## config.mk

```make
export PLATFORM = sky130hd
export DESIGN_NAME = mult_share_ctrl
export DESIGN_NICKNAME = d
export VERILOG_FILES = /design/src/rtl/mult_share_ctrl.sv
export SDC_FILE = /design/constraint.sdc
export NUM_CORES = 1
export LEC_CHECK = 0
export CAP_MARGIN = 15
export CORE_AREA = 2 2 179 181
export DETAILED_ROUTE_END_ITERATION = 6
export DIE_AREA = 0 0 181 183
export PLACE_DENSITY = 0.55
export SYNTH_ARGS = -nofsm -noshare
export SYNTH_HDL_FRONTEND = slang
export SYNTH_SLANG_ARGS = --single-unit
```

## constraint.sdc

```tcl
create_clock -name clk -period 3.88 [get_ports clk]
set_input_delay 0.97 -clock clk [delete_from_list [all_inputs] [get_ports clk]]
set_output_delay 0.97 -clock clk [all_outputs]
set_load 0.005 [all_outputs]
```

## src/rtl/mult_share_ctrl.sv

```systemverilog
// Round-robin front end that time-shares one combinational 32x32 multiplier
// among NUM_REQ requesters and returns each 64-bit product over valid/ready.
module mult_share_ctrl #(
    parameter int unsigned NUM_REQ  = 4,
    parameter int unsigned MUL_LAT  = 1,
    parameter bit          USE_DONE = 1'b0
) (
    input  logic                       clk,
    input  logic                       rst,
    input  logic [NUM_REQ-1:0]         req_valid,
    output logic [NUM_REQ-1:0]         req_ready,
    input  logic [32*NUM_REQ-1:0]      req_a,
    input  logic [32*NUM_REQ-1:0]      req_b,
    output logic [NUM_REQ-1:0]         resp_valid,
    input  logic                       resp_ready,
    output logic [63:0]                resp_result,
    output logic [$clog2(NUM_REQ)-1:0] resp_id,
    output logic                       busy,
    output logic [31:0]                mul_in0,
    output logic [31:0]                mul_in1,
    input  logic [63:0]                mul_result,
    input  logic                       mul_done
);
    localparam int unsigned IW = $clog2(NUM_REQ);
    localparam int unsigned CW = (MUL_LAT > 1) ? $clog2(MUL_LAT) : 1;
    localparam logic [CW-1:0] CNT_LAST = CW'(MUL_LAT - 1);

    typedef enum logic [1:0] {
        IDLE,
        CALC,
        RESP
    } state_t;

    state_t        state, state_n;
    logic [IW-1:0] rr_ptr;
    logic [CW-1:0] cnt;
    logic [31:0]   op_a, op_b;
    logic [63:0]   res;
    logic          grant_vld;
    logic [IW-1:0] grant_idx;
    int unsigned   cand;
    logic          calc_exit;

    // First valid requester at or above rr_ptr, wrapping around.
    always_comb begin
        grant_vld = 1'b0;
        grant_idx = '0;
        cand      = 0;
        for (int unsigned i = 0; i < NUM_REQ; i++) begin
            cand = (32'(rr_ptr) + i) % NUM_REQ;
            if (!grant_vld && req_valid[IW'(cand)]) begin
                grant_vld = 1'b1;
                grant_idx = IW'(cand);
            end
        end
    end

    assign calc_exit = (state == CALC) && (cnt == CNT_LAST) && (!USE_DONE || mul_done);

    always_ff @(posedge clk or negedge rst) begin
        if (!rst) begin
            state <= IDLE;
        end else begin
            state <= state_n;
        end
    end

    always_comb begin
        state_n    = state;
        req_ready  = '0;
        resp_valid = '0;
        unique case (state)
            IDLE: begin
                // rst gates the accept so outputs are quiet while reset is held.
                if (grant_vld && rst) begin
                    req_ready[grant_idx] = 1'b1;
                end
                if (grant_vld) begin
                    state_n = CALC;
                end
            end
            CALC: begin
                if (calc_exit) begin
                    state_n = RESP;
                end
            end
            RESP: begin
                resp_valid[resp_id] = 1'b1;
                if (resp_ready) begin
                    state_n = IDLE;
                end
            end
            default: state_n = IDLE;
        endcase
    end

    always_ff @(posedge clk or negedge rst) begin
        if (!rst) begin
            rr_ptr  <= '0;
            cnt     <= '0;
            op_a    <= '0;
            op_b    <= '0;
            res     <= '0;
            resp_id <= '0;
        end else begin
            case (state)
                IDLE: begin
                    if (grant_vld) begin
                        op_a    <= req_a[32*grant_idx +: 32];
                        op_b    <= req_b[32*grant_idx +: 32];
                        resp_id <= grant_idx;
                        rr_ptr  <= (grant_idx == IW'(NUM_REQ - 1)) ? '0 : grant_idx + 1'b1;
                        cnt     <= '0;
                    end
                end
                CALC: begin
                    // Saturates so a late mul_done still sees cnt at its last value.
                    if (cnt != CNT_LAST) begin
                        cnt <= cnt + 1'b1;
                    end
                    if (calc_exit) begin
                        res <= mul_result;
                    end
                end
                default: ;
            endcase
        end
    end

    assign busy        = (state != IDLE);
    assign mul_in0     = op_a;
    assign mul_in1     = op_b;
    assign resp_result = res;

endmodule

```

==> flow_metrics.env, run 1 <==
export IMPL_status="complete, no violations"
export IMPL_rows=65
export IMPL_rsz0062_at_grt="no"
export IMPL_hold_viol=0
export IMPL_synth_edf_count=0
export IMPL_skew_ps=14.2
export IMPL_crit_top_cell="clkdlybuf4s50_1"
export IMPL_io_pins=467
export IMPL_firstDrtPassIters=5
export IMPL_post_route_util=0.391
export IMPL_n_antenna_cell=0
export IMPL_die_h_um=183
export IMPL_synthTopCellsByArea="dfrtp_1 52%, mux2_2 11%, mux2i_1 9.9%"
export IMPL_io_buffers=465
export IMPL_wl_met3_um=2410
export IMPL_ir_drop_uv=288
export IMPL_power_mw=8.99
export IMPL_synth_net_count=886
export IMPL_worst_slew_pin_slew_ps=852
export IMPL_ant_nets=0
export IMPL_clk_pin_slew_ps=60
export IMPL_cts_tree="yes"
export IMPL_required_ps=2910
export IMPL_synth_seq_area_share=0.520
export IMPL_synth_top_area_share=0.520
export IMPL_crit_path_cell_trace="clkdlybuf4s50_1, buf_4, o21ai_0, a311o_2, and3_1, clkdlybuf4s50_1"
export IMPL_htree_levels=4
export IMPL_synth_top_cell_by_area="dfrtp_1"
export IMPL_maxSlewViolCount=0
export IMPL_p_per_area_nw_per_um2=737
export IMPL_wl_met1_um=11500
export IMPL_min_path_type="primary input to async pin"
export IMPL_gr_total_overflow=0
export IMPL_drc=0
export IMPL_cp_num_buf_inv=3
export IMPL_critPathCaptureType="output pin"
export IMPL_synthCells=557
export IMPL_fin_cells=1426
export IMPL_fill_cells=3118
export IMPL_tns_ps=0
export IMPL_nets=1340
export IMPL_synthTopCellsByCount="134 x dfrtp_1, 71 x nor2_1"
export IMPL_crit_type="primary input to output pin"
export IMPL_cpLargestDelayFamily="buffers and inverters"
export IMPL_drive_above_1_share=0.124
export IMPL_clockBufferDepth=2
export IMPL_fin_crit_sh=0.971
export IMPL_die_w_um=181
export IMPL_cts_root_buf="clkbuf_16"
export IMPL_vias=6490
export IMPL_period_minus_slack_ps=3770
export IMPL_routabilityCongestion=0.795
export IMPL_fmax_mhz=265
export IMPL_drt_iter0_markers=248
export IMPL_synth_async_reset_ratio=1.00
export IMPL_cap_violations=0
export IMPL_grt_pass1_vias=6757
export IMPL_initial_utilization=0.206
export IMPL_synth_warnings=0
export IMPL_synth_distinct_cells=31
export IMPL_place_hpwl_um=21900
export IMPL_cts_sinks=134
export IMPL_grt_pass1_wl_um=41900
export IMPL_core_area_um2=31200
export IMPL_die_area_um2=33100
export IMPL_multi_input_area_um2=2880
export IMPL_placedCellCount=1394
export IMPL_syn_area_um2=6450
export IMPL_critPathSlowestCell="clkdlybuf4s50_1"
export IMPL_grtUsageTotal=0.168
export IMPL_setup_viol=0
export IMPL_slew_headroom=0.432
export IMPL_antenna_found_initial=1
export IMPL_critPathLaunchType="primary input"
export IMPL_area_delta_synth_final_pct=89.2
export IMPL_synth_main_ff_cell="dfrtp_1"
export IMPL_ff_latch_area_um2=3350
export IMPL_crit_path_max_fanout=6
export IMPL_wire_per_inst_um=20.1
export IMPL_syn_avg_cell_area_um2=11.6
export IMPL_grt_max_degree=65
export IMPL_p_leak_nw=4.85
export IMPL_critPathMaxStageDelay_ps=480
export IMPL_viasPerCell=4.55
export IMPL_hold_buffers=0
export IMPL_numCtsBuffers=17
export IMPL_ys_ff_latch=134
export IMPL_crit_arrival_ps=2800
export IMPL_post_synth_top_count_cell="dfrtp_1"
export IMPL_clock_latency_ps=420
export IMPL_wl_um=28700
export IMPL_wl_met2_um=14500
export IMPL_top_layer="met4"
## power by group
part | switching (mW) | total [mW] | internal, mW | leakage [nW]
Sequential | 0.411 | 2.55 | 2.14 | 1.55
Combinational | 1.98 | 4.64 | 2.66 | 2.99
Clock | 0.688 | 1.80 | 1.11 | 0.312
## metal layers
metal / vias up / GRT usage
met3: 20 / 0.0588
met2: 316 / 0.301
met1: 3109 / 0.193
li1: 3045 / -
met4: 0 / 0.0393
met5: - / 0
## worst reg2reg max path, delay by kind of cell, from the launching register on
kind | cells | cell delay (ps)
and+or+nand+nor | 1 | 280
DFF | 1 | 460
buffers and inverters | 2 | 770
AOI/OAI and AO/OA | 3 | 480
muxes | 1 | 390
## cell usage in the layout (no fill, tap or decap), types with 2 or more instances in the layout
cell type        instances
nand2_1                 11
a221oi_1                64
clkinv_4                 2
buf_4                   21
inv_6                    4
o21ai_0                  2
inv_1                    3
clkbuf_1                 2
o22ai_1                 64
dfrtp_1                134
nor3_1                   3
dlygate4sd2_1            2
bufinv_16                4
nand2b_1                 2
mux2_2                  64
clkdlybuf4s50_1        462
a21oi_1                  4
clkbuf_16               17
mux2i_1                 64
nor2_1                  71
and3_1                   4
## sequential cells by signal (all words and copies together) (netlist names)
signal	flops
rr_ptr	2
state	2
resp_result	64
mul_in0	32
resp_id	2
mul_in1	32
## kinds of logic after synthesis
kind of cell,count (synthesis),synth area share
AO/OA/AOI/OAI,142,0.166
multiplexers,128,0.211
buffers and inverters,55,0.0394
adder cells (fa/ha/maj),1,0.00194
flip-flops,134,0.520
AND/OR/NAND/NOR,97,0.0615
## path summary, 6_finish.rpt
check	startpoint	end	slack, ps	cells past startpoint
setup / recovery	req_valid[2]	req_ready[0]	110	6
hold / removal	rst	resp_result[48]$_DFFE_PN0N_	340	1
setup reg to reg	rr_ptr[1]$_DFFE_PN0P_	mul_in1[3]$_DFFE_PN0P_	1350	7
hold reg to reg	resp_result[32]$_DFFE_PN0N_	resp_result[32]$_DFFE_PN0N_	500	1
max in group asynchronous	rst	mul_in1[22]$_DFFE_PN0P_	1980	3
min in group clk	resp_result[32]$_DFFE_PN0N_	resp_result[32]$_DFFE_PN0N_	500	1
## what timing repair did
| action | in CTS | in global routing |
|---|---|---|
| buffers inserted | 0 | 0 |
| pin swaps | 2 | 0 |
| gates cloned | 0 | 0 |
| gates resized for setup | 5 | 1 |
| setup endpoints to repair | 1 | 1 |
## layout make-up
cell class | count | area share
Timing Repair Buffer | 486 | 0.394
Sequential cell | 134 | 0.275
Multi-Input combinational cell | 368 | 0.236
Tap cell | 402 | 0.0412
Clock buffer | 20 | 0.0366
Clock inverter | 12 | 0.0155
Inverter | 4 | 0.00123
## metrics by stage
| stage | hold WS (ps) | setup slack, ps | area [um2] |
|---|---|---|---|
| finish | 345 | 113 | 12200 |
| global route | 312 | 15.6 | 12200 |
| CTS | 316 | 62.3 | 12200 |
| detailed placement | 491 | -258 | 11500 |
| global placement | 486 | -270 | 11500 |
| floorplan | 504 | 698 | 6450 |
Note: power is estimated with default switching activity, not from simulation.
==> run 2, diff against run 1 <==
- CORE_AREA: 2 2 179 181 -> not set
- CORE_MARGIN: not set -> 10
- CORE_UTILIZATION: not set -> 25
- DIE_AREA: 0 0 181 183 -> not set
- PLACE_DENSITY: 0.55 -> 0.64
==> flow_metrics.env, run 2 (synthesis gave the netlist of run 1 again) <==
export IMPL_r2r_end="mul_in0[21]$_DFFE_PN0P_"
export IMPL_fmax_mhz=265
export IMPL_p_int_mw=5.80
export IMPL_final_area_um2=12100
export IMPL_grt_pass1_vias=7216
export IMPL_die_area_um2=32600
export IMPL_cts_sinks=134
export IMPL_initial_utilization=0.255
export IMPL_skew_ps=9.62
export IMPL_critPathLaunchType="primary input"
export IMPL_antenna_found_initial=5
export IMPL_min_path_type="primary input to async pin"
export IMPL_final_common_cell="clkdlybuf4s50_1"
export IMPL_drc=0
export IMPL_clkPwrFrac=0.187
export IMPL_grtUsageTotal=0.189
export IMPL_io_pins=467
export IMPL_cts_root_buf="clkbuf_16"
export IMPL_clk_pin_slew_ps=70
export IMPL_slew_headroom=0.402
export IMPL_setup_viol=0
export IMPL_tns_ps=0
export IMPL_crit_path_max_fanout=6
export IMPL_io_buffers=465
export IMPL_switching_share=0.353
export IMPL_r2r_start="state[1]$_DFFE_PN0P_"
export IMPL_crit_arrival_ps=2800
export IMPL_maxSlewViolCount=0
export IMPL_place_area_um2=11500
export IMPL_p_leak_nw=4.85
export IMPL_gr_total_overflow=0
export IMPL_clockBufferDepth=2
export IMPL_cap_violations=0
export IMPL_fin_crit_sh=0.972
export IMPL_die_w_um=181
export IMPL_status="complete, no violations"
export IMPL_htree_levels=4
export IMPL_reg2reg_slack_ps=1250
export IMPL_core_area_um2=25300
export IMPL_crit_type="primary input to output pin"
export IMPL_power_switching_mw=3.17
export IMPL_vias=6597
export IMPL_grt_pass1_wl_um=47600
export IMPL_period_minus_slack_ps=3770
export IMPL_grt_max_degree=65
export IMPL_nets=1346
export IMPL_p_comb_frac=0.530
export IMPL_routabilityCongestion=0.784
export IMPL_firstDrtPassIters=6
export IMPL_p_per_area_nw_per_um2=741
export IMPL_fin_hold_ws_ps=336
export IMPL_critPathCaptureType="output pin"
export IMPL_rsz0062_at_grt="no"
export IMPL_ant_nets=0
export IMPL_rows=58
export IMPL_hold_viol=0
export IMPL_rr_worst_depth=7
export IMPL_seqPwrFrac=0.283
export IMPL_wl_um=32300
export IMPL_worst_slew_pin_slew_ps=896
export IMPL_wire_per_inst_um=23.7
export IMPL_area_delta_synth_final_pct=87.8
export IMPL_clock_latency_ps=410
export IMPL_numCtsBuffers=17
export IMPL_largest_reg_flops=64
export IMPL_viasPerCell=4.85
export IMPL_final_cell_mix="462 x clkdlybuf4s50_1, 134 x dfrtp_1, 71 x nor2_1"
export IMPL_drive_above_1_share=0.128
export IMPL_die_h_um=181
export IMPL_cts_tree="yes"
export IMPL_required_ps=2910
export IMPL_ir_drop_uv=379
export IMPL_drt_iter0_markers=268
export IMPL_place_hpwl_um=25100
-- run 2: cell types whose count changed in the layout (fill, tap and decap cells not counted), moves of 2 or more --
cell	before	now
buf_4	21	26
clkinvlp_4	0	4
clkbuf_1	2	0
bufinv_16	4	2
clkinv_4	2	0
inv_6	4	6
-- run 2: per-layer routing --
metal	share of wire	track usage	vias up
met3	0.098	0.0789	28
met5	0.0013	0	-
li1	-	-	3054
met1	0.39	0.210	3171
met2	0.50	0.328	338
met4	0.014	0.0466	6
-- run 2: cell type report --
type                    instances  area [um2]
repair buffers                492        4870
well taps                     330         413
fillers                      2391       13100
clock buffers                  17         425
inverters                       4        15.0
flip-flops and latches        134        3350
diodes                          1        2.50
clock inverters                14         165
multi-input cells             368        2860
-- run 2: how the worst max path moves through the flow --
stage               cells after the start  slack, ps          from      endpoint
finish                                  6        110  req_valid[2]  req_ready[0]
global route                            8         30  req_valid[0]  req_ready[3]
CTS                                     6        110  req_valid[2]  req_ready[0]
detailed placement                      7       -290  req_valid[3]  req_ready[3]
global placement                        7       -250  req_valid[3]  req_ready[3]
floorplan                               7        700  req_valid[3]  req_ready[3]
-- run 2: critical path, stage by stage --
cell             delay [ps]
clkdlybuf4s50_1         480
buf_4                   150
o21ai_0                  80
a311o_2                 420
and3_1                  190
clkdlybuf4s50_1         510
-- run 2: what timing repair did --
action	CTS	global route
hold buffers	0	0
endpoints found under the hold margin	0	0
gates resized for setup	3	0
buffers inserted	0	0
setup endpoints to repair	2	0
-- run 2: power groups by stage --
stage | registers [mW] | clock network (mW) | logic [mW]
2_1_floorplan | 2.58 | 0 | 2.13
3_3_place_gp | 2.52 | 0 | 4.80
3_5_place_dp | 2.56 | 0 | 4.83
4_1_cts | 2.55 | 1.72 | 4.84
5_1_grt | 2.64 | 1.78 | 5.13
6_report | 2.54 | 1.68 | 4.75
-- run 2: stage by stage --
| step | utilization | cells | setup slack [ps] | power, mW |
|---|---|---|---|---|
| floorplan | - | 557 | 698 | 4.71 |
| global placement | 0.456 | 1328 | -255 | 7.32 |
| detailed placement | 0.456 | 1328 | -285 | 7.39 |
| CTS | 0.479 | 1359 | 106 | 9.11 |
| global route | 0.479 | 1359 | 25.9 | 9.54 |
| finish | 0.479 | 1360 | 108 | 8.97 |
==> RTL change: new RTL, settings of run 2 <==
The 3 states of `state_t` get a one-hot encoding in 3 bits.
--- a/src/rtl/mult_share_ctrl.sv
+++ b/src/rtl/mult_share_ctrl.sv
@@ -25,10 +25,10 @@
     localparam int unsigned CW = (MUL_LAT > 1) ? $clog2(MUL_LAT) : 1;
     localparam logic [CW-1:0] CNT_LAST = CW'(MUL_LAT - 1);
 
-    typedef enum logic [1:0] {
-        IDLE,
-        CALC,
-        RESP
+    typedef enum logic [2:0] {
+        IDLE = 3'b001,
+        CALC = 3'b010,
+        RESP = 3'b100
     } state_t;
 
     state_t        state, state_n;
Function: no difference found for any inputs over 4 cycles, from zero or initial values and one cycle with rst low; so few cycles prove little.
==> RTL change against run 2 <==
  * Cell count rose by 8.7%
  * Utilization fell by 3.1 points
  * Via count rose by 8.2%
  * Highest routed layer unchanged
  * Clock skew rose by 0.010 ns
  * Setup slack got worse by 0.037 ns
  * First-iteration DRC count fell by 16%
  * Sequential share of layout area fell by 1.5 points
  * Area after synthesis rose by 14%
  * Sequential cell count rose by 1
  * Power fell by 0.13%
  * Cell area rose by 6.6%
  * Global-route usage fell by 1.2 points
  * Wire length rose by 5.6%
==> RTL change: results (changes against run 2) <==
| Step | Result | Reported | Delta |
|---|---|---|---|
| global route | Antenna violations before repair | 6 | was 5 |
| routing | Drt first-iter violations | 225 | was 268 |
| critical path | Arrival time of data at the critical path endpoint | 2.84 ns | was 2.80 ns |
| global route | Number of global-route vias before repair | 7765 | was 7216 |
| pwr | Power Internal | 5.68 mW | was 5.80 mW |
| critical path | Max Fanout on Critical Path | 5 | was 6 |
| synthesis | Seq/Total Area, Yosys | 46.2% | was 52.0% |
| global route | GRT Resource Usage Total | 17.7% | was 18.9% |
| synthesis | Cell types with the highest counts after synthesis | 134 x sky130_fd_sc_hd__dfrtp_1, 69 x sky130_fd_sc_hd__nand2_1, 64 x sky130_fd_sc_hd__mux2i_1 | was 134 x sky130_fd_sc_hd__dfrtp_1, 71 x sky130_fd_sc_hd__nor2_1 |
| final layout | Final-layout fill cell count | 2742 | was 2391 |
| sta | Worst rel slew slack | 28.9% | was 40.2% |
| global route | Largest net degree at the start of global routing | 133 | was 65 |
| sta | Time the final worst path needs with I/O delays and setup | 3.81 ns | was 3.77 ns |
| routing | Routed length on met1 | 13.1 mm | was 12.6 mm |
| final layout | Nets | 1409 | was 1346 |
| hold path | Class of the most critical hold timing path | reg2reg | was in2async |
| routing | Routed met2 length | 16.8 mm | was 16.0 mm |
| placement | Cell Area, Placed | 12300 µm² | was 11500 µm² |
| sta | Final worst clock skew | 0.0198 ns | was 0.00962 ns |
| critical path | Crit-path slowest cell | sky130_fd_sc_hd__or4_4 | was sky130_fd_sc_hd__clkdlybuf4s50_1 |
| final layout | Multi-input combinational cell area | 3560 µm² | was 2860 µm² |
| outcome | Result of the run | completed | unchanged |
| critical path | Flop2flop setup slack | 1.03 ns | was 1.25 ns |
| pwr | LEAKAGE | 5.17 nW | was 4.85 nW |
| routing | Count of TritonRoute iterations in the first routing pass | 4 | was 6 |
| final layout | Fraction of final layout cells with drive strength greater than 1 | 12.3% | was 12.8% |
| synthesis | Post-synth net total | 964 | was 886 |
| synthesis | Cells taking the most area after synthesis | sky130_fd_sc_hd__dfrtp_1 46%, sky130_fd_sc_hd__mux2i_1 8.8%, sky130_fd_sc_hd__o2111ai_2 7.4% | was sky130_fd_sc_hd__dfrtp_1 52%, sky130_fd_sc_hd__mux2_2 11%, sky130_fd_sc_hd__mux2i_1 9.9% |
| placement | Post-detail-place hpwl | 25.7 mm | was 25.1 mm |
| routing | Via count of the routed design | 7139 | was 6597 |
| routing | Mean routed wirelength per cell | 23.1 µm | was 23.7 µm |
| sta | Tightest hold margin | 0.482 ns | was 0.336 ns |
[RTL change: cell types whose count changed in the layout (fill, tap and decap cells not counted), sizes merged, moves of 6 or more]
cell            run 2  this run
o211ai              0        60
o221ai              0         6
nand3               0        60
nor2               71         9
nand2              12        70
o22ai              64         0
o2111ai             0        60
a221oi             65         0
[RTL change: area by class of cell]
type | count | area share (%)
Clock inverter | 14 | 1.25
Clock buffer | 17 | 3.30
Tap cell | 384 | 3.72
Multi-Input combinational cell | 430 | 27.6
Timing Repair Buffer | 487 | 37.6
Sequential cell | 135 | 26.2
Antenna cell | 2 | 0.0388
Inverter | 9 | 0.281
[RTL change: layer usage]
| metal | GRT usage [%] | up-vias |
|---|---|---|
| li1 | - | 3328 |
| met1 | 19.6 | 3452 |
| met2 | 30.2 | 319 |
| met3 | 8.29 | 34 |
| met4 | 4.48 | 6 |
| met5 | 0 | - |
[RTL change: power by group through the flow]
stage | sequential [mW] | combinational, mW | clock (mW)
final | 2.52 | 4.77 | 1.66
after global routing | 2.62 | 5.18 | 1.80
after CTS | 2.53 | 4.89 | 1.74
after detailed placement | 2.54 | 4.87 | 0
after global placement | 2.51 | 4.84 | 0
after floorplan | 2.56 | 2.36 | 0
[RTL change: logic make-up after synthesis]
| logic type | count (synthesis) | synth area share [%] |
|---|---|---|
| AOI/OAI and AO/OA | 147 | 19.4 |
| adders and majority gates | 1 | 0.171 |
| buffers and inverters | 70 | 5.62 |
| DFF | 135 | 46.2 |
| muxes | 130 | 18.9 |
| and+or+nand+nor | 152 | 9.68 |
[RTL change: path summary, 6_finish.rpt]
kind                                             start                     endpoint  cells after the start
max in group asynchronous                          rst       mul_in1[7]$_DFFE_PN0P_                      3
max reg2reg                      rr_ptr[1]$_DFFE_PN0P_       mul_in0[3]$_DFFE_PN0P_                      6
min                        resp_result[54]$_DFFE_PN0P_  resp_result[54]$_DFFE_PN0P_                      1
max                                       req_valid[2]                 req_ready[1]                      6
min in group asynchronous                          rst       mul_in1[6]$_DFFE_PN0P_                      2
min reg2reg                resp_result[54]$_DFFE_PN0P_  resp_result[54]$_DFFE_PN0P_                      1
[RTL change: timing repair]
item,4_1_cts,5_1_grt
pin swaps,0,1
gates resized for setup,1,4
endpoints found under the hold margin,0,0
endpoints found under the setup margin,2,2
